==> src/rtl/icu_wide.sv <==
// icu_wide: WIDTH-lane MC14500-style control unit with lane masks, cycle enable and one-deep skip
module icu_wide #(
  parameter int WIDTH = 4,
  parameter bit SKZ_ANY = 1'b1
) (
  input  logic             clk,
  input  logic             rst,
  input  logic             en,
  input  logic [3:0]       instr,
  input  logic [WIDTH-1:0] data_in,
  output logic [WIDTH-1:0] data_out,
  output logic [WIDTH-1:0] data_oe,
  output logic             write,
  output logic [WIDTH-1:0] rr,
  output logic             jmp,
  output logic             rtn,
  output logic             flag_o,
  output logic             flag_f,
  output logic             skip
);
  localparam logic [3:0] OP_NOPO = 4'd0, OP_LD = 4'd1, OP_LDC = 4'd2, OP_AND = 4'd3,
                         OP_ANDC = 4'd4, OP_OR = 4'd5, OP_ORC = 4'd6, OP_XNOR = 4'd7,
                         OP_STO = 4'd8, OP_STOC = 4'd9, OP_IEN = 4'd10, OP_OEN = 4'd11,
                         OP_JMP = 4'd12, OP_RTN = 4'd13, OP_SKZ = 4'd14;
  logic [WIDTH-1:0] ien, oen, d, rr_n, ien_n, oen_n, dout_n, oe_n;
  logic skip_n, jmp_n, rtn_n, fo_n, ff_n;
  assign d = data_in & ien;
  assign write = |data_oe;
  // data_out clears on any enabled edge that is not a store, but holds through stalls
  always_comb begin
    rr_n = rr;
    ien_n = ien;
    oen_n = oen;
    dout_n = data_out;
    oe_n = '0;
    skip_n = skip;
    jmp_n = 1'b0;
    rtn_n = 1'b0;
    fo_n = 1'b0;
    ff_n = 1'b0;
    if (en) begin
      dout_n = '0;
      skip_n = 1'b0;
      if (!skip)
        case (instr)
          OP_NOPO: fo_n = 1'b1;
          OP_LD:   rr_n = d;
          OP_LDC:  rr_n = ~d;
          OP_AND:  rr_n = rr & d;
          OP_ANDC: rr_n = rr & ~d;
          OP_OR:   rr_n = rr | d;
          OP_ORC:  rr_n = rr | ~d;
          OP_XNOR: rr_n = ~(rr ^ d);
          OP_STO:  begin dout_n = rr; oe_n = oen; end
          OP_STOC: begin dout_n = ~rr; oe_n = oen; end
          OP_IEN:  ien_n = data_in;
          OP_OEN:  oen_n = data_in;
          OP_JMP:  jmp_n = 1'b1;
          OP_RTN:  begin rtn_n = 1'b1; skip_n = 1'b1; end
          OP_SKZ:  skip_n = SKZ_ANY ? (rr == '0) : ~rr[0];
          default: ff_n = 1'b1;
        endcase
    end
  end
  always_ff @(posedge clk) begin
    if (rst) begin
      rr <= '0;
      ien <= '0;
      oen <= '0;
      data_out <= '0;
      data_oe <= '0;
      skip <= 1'b0;
      jmp <= 1'b0;
      rtn <= 1'b0;
      flag_o <= 1'b0;
      flag_f <= 1'b0;
    end else begin
      rr <= rr_n;
      ien <= ien_n;
      oen <= oen_n;
      data_out <= dout_n;
      data_oe <= oe_n;
      skip <= skip_n;
      jmp <= jmp_n;
      rtn <= rtn_n;
      flag_o <= fo_n;
      flag_f <= ff_n;
    end
  end
endmodule

==> config.mk <==
export PLATFORM = sky130hd
export DESIGN_NAME = icu_wide
export DESIGN_NICKNAME = d
export VERILOG_FILES = /design/src/rtl/icu_wide.sv
export SDC_FILE = /design/constraint.sdc
export NUM_CORES = 1
export LEC_CHECK = 0
export ABC_AREA = 1
export ABC_CLOCK_PERIOD_IN_PS = 3020
export BUFFER_PORTS_ARGS = -buffer_cell sky130_fd_sc_hd__buf_2
export CORE_UTILIZATION = 56
export CTS_CLUSTER_SIZE = 20
export DETAILED_ROUTE_END_ITERATION = 8
export PLACE_DENSITY_LB_ADDON = 0.2
export SETUP_SLACK_MARGIN = 0.05
export SLEW_MARGIN = 40
export SYNTH_ARGS = -nofsm -noshare
export SYNTH_HDL_FRONTEND = slang
export SYNTH_SLANG_ARGS = --single-unit
export TNS_END_PERCENT = 100
==> constraint.sdc <==
create_clock -name clk -period 3.02 [get_ports clk]
set_input_delay 0.604 -clock clk [delete_from_list [all_inputs] [get_ports clk]]
set_output_delay 0.604 -clock clk [all_outputs]
set_load 0.03 [all_outputs]
==> key figures <==
Clock network
  – Post-CTS Setup Bufs: 0
  – CTS tree: done
  – Root Buffer: clkbuf_4
  – Clock latency on the worst-skew pair: 0.33 ns
  – CTS buffer count: 3
  – Deepest clock path buffer count: 2
  – Sink Count: 25
  – Clock transition at path regs: 0.13 ns
  – Hold_buf cts: 0
  – Post-CTS sizing: 0
  – Htree depth: 1

Route
  – Via count: 1,295
  – 1st-pass router iterations: 4
  – DRC viols: 0
  – Final wirelength: 2820 um
  – DRT antenna net count: 0
  – Avg Vias per Cell: 5.31
  – DR WL/cell: ~12 um
  – Initial DRC count: 44

Final layout
  – Fillers: 175
  – Layout cells sized above 1: ~21%
  – Final std cells w/o fill: 244
  – # diodes: 0
  – Synthesis-to-layout area growth: 15.4%
  – Final net count: ~230

Placed design
  – Final Wtd Congestion: 1.00
  – Port-buffer cells: 28
  – Post-DP HPWL: 2150 um
  – Placed Cells: 240

Setup path
  – Worst Setup SP: data_oe[1]
  – R2r setup slk: 1.70 ns
  – Max stage delay cell, worst path: or4_1
  – Top fanout value on the critical path: 2
  – Worst R2R Path Depth: 8
  – R2R Path Start: skip
  – CP endpoint kind: output port
  – Critical path launch point type: flip-flop
  – Worst EP required: 2.42 ns
  – Crit path DAT: 1.33 ns
  – Cell chain of the critical path: or4_1 -> buf_2
  – Setup CP Type: flip-flop to output port
  – R2r endpoint: rr[1]
  – Crit path to: write
  – CP max stage delay: approximately 0.5 ns

Power and ir drop
  – Peak VDD IR: 0.000326 V
  – P_leak: 0.729 nW
  – Power Density: 422 nW/um^2

Timing
  – Relative slew slack: 75.2%
  – Hold_ws: 0.454 ns
  – Final setup vio count: 0
  – Worst Max-Slew Pin Slew: between 0.3 and 0.4 ns
  – Setup TNS: 0 ns
  – Final hold vios: 0
  – Layout Skew: 0.0126 ns
  – Min Tclk post-route: 1.93 ns
  – RSZ-0062 raised after global routing: false
  – Max-slew violation count: 0
  – Fin crit share: 64.1%
  – Fmax: 0.517 GHz

Run
  – Max Cap Viol: 0

Global route
  – Vias in the first global route: approximately 1,200
  – Initial antenna violation count: 0
  – GRT overflow: 0
  – Global-route wire length before repair: 4820 um
  – Tot GR Track Use: 25.5%
  – Largest net degree at the start of global routing: 16

Yosys
  – Syn_nets: 198
  – Synthesized flop and latch total: 25
  – Syn_area_per_cell: 6.66 um^2
  – Cell variety after synth: 24
  – Seq/Total Area, Yosys: 40.2%
  – Syn Inst Count: between 150 and 200
  – Mapped Area: 1250 um^2
  – Synth warn: 0

Die
  – Die X: about 50 um
  – Die Span Y: a little under 50 um
  – I/O pins: 29
  – Die area: between 2000 and 2500 um^2
  – Initial Utilization: around three fifths
  – Num rows: 16
  – Core box area: 2020 um^2

Outcome
  – Outcome: complete, no violations

Hold path
  – Worst hold path type: flip-flop to flip-flop
[flip-flops by register name, indices dropped and copies added, names as in the netlist]
name      flops
data_oe       4
data_out      4
flag_f        1
flag_o        1
ien           4
jmp           1
oen           4
rr            4
rtn           1
skip          1
[routing by layer]
layer / GRT usage (%) / up-vias / wire (um)
met2: 45.9 / 57 / 1320
met5: 0 / - / 0
met1: 31.1 / 574 / 1230
li1: - / 657 / -
met4: 8.82 / 0 / 53
met3: 2.80 / 7 / 220
[placed cells by master, fill, tap and decap left out]
| cell | n |
|---|---|
| nor2_2 | 1 |
| a21oi_1 | 11 |
| nand3_2 | 1 |
| clkinvlp_4 | 1 |
| nor2_1 | 19 |
| o21ai_0 | 5 |
| nor2_4 | 2 |
| nand2_1 | 60 |
| clkbuf_4 | 3 |
| nand2_2 | 1 |
| nor3_1 | 4 |
| dfxtp_1 | 25 |
| inv_2 | 3 |
| nand4_1 | 2 |
| nand3_1 | 21 |
| o21ai_2 | 1 |
| nor3_2 | 1 |
| nor4_1 | 1 |
| nand2_4 | 1 |
| nor2_8 | 1 |
| a21oi_2 | 1 |
| inv_1 | 20 |
| buf_2 | 28 |
| o21ai_1 | 3 |
| or4_1 | 1 |
[worst max-delay path: cells and delay by family (launching register included)]
kind,cells,cell delay [ns]
flip-flops,1,0.33
buffers and inverters,1,0.19
AND/OR/NAND/NOR,1,0.50
[area by class of cell]
class                   instances  area (um^2)  share of cell area (%)
well taps                      27         33.8                    2.35
inverters                      23         86.3                    6.01
clock inverters                 1         7.51                   0.522
clock buffers                   3         22.5                    1.57
multi-input cells             137          647                    45.0
flip-flops and latches         25          500                    34.8
repair buffers                 28          140                    9.75
[synthesized netlist by cell type]
| library cell | instances | area [um^2] |
|---|---|---|
| nor2_1 | 19 | 71.3 |
| nand2_2 | 1 | 6.26 |
| nor2_2 | 1 | 6.26 |
| nand2_4 | 1 | 11.3 |
| nand3_1 | 21 | 105 |
| inv_2 | 3 | 11.3 |
| o21ai_1 | 3 | 15.0 |
| nor4_1 | 1 | 6.26 |
| nor2_4 | 2 | 22.5 |
| nand2_1 | 60 | 225 |
| a21oi_2 | 1 | 8.76 |
| nor3_2 | 1 | 10.0 |
| nand4_1 | 2 | 12.5 |
| nor2_8 | 1 | 20.0 |
| inv_1 | 20 | 75.1 |
| a21oi_1 | 11 | 55.1 |
| nand3_2 | 1 | 10.0 |
| buf_2 | 1 | 5.00 |
| o21ai_0 | 5 | 25.0 |
| dfxtp_1 | 25 | 500 |
| buf_4 | 1 | 7.51 |
| nor3_1 | 4 | 20.0 |
| o21ai_2 | 1 | 8.76 |
| or4_1 | 1 | 7.51 |
[power breakdown]
group	switching [mW]	total (mW)	internal, mW	leakage (nW)
clock	0.106	0.156	0.0507	0.0139
sequential	0.00815	0.346	0.338	0.203
combinational	0.0731	0.104	0.0306	0.512
total	0.187	0.606	0.420	0.729
[worst min path at each step]
stage,startpoint,endpoint,cells after the start
floorplan,oen[0],data_oe[0],2
global placement,oen[2],data_oe[2],2
detailed placement,oen[2],data_oe[2],2
CTS,oen[2],data_oe[2],2
global route,oen[2],data_oe[2],2
finish,oen[2],data_oe[2],2
[through the flow]
stage / setup slack (ns) / util (%) / power, mW / instance area, um^2
after floorplan: 1.32 / - / 0.425 / 1250
after global placement: 1.42 / 69.6 / 0.453 / 1410
after detailed placement: 1.39 / 69.6 / 0.455 / 1410
after CTS: 1.08 / 71.1 / 0.605 / 1440
after global routing: 1.04 / 71.1 / 0.634 / 1440
final: 1.09 / 71.1 / 0.606 / 1440
[kinds of logic after synthesis]
| logic type | share of synthesized area (%) |
|---|---|
| buffers and inverters | 7.93 |
| DFF | 40.2 |
| and+or+nand+nor | 42.9 |
| AOI/OAI and AO/OA | 9.04 |
Power figures use the tool's default switching activity.
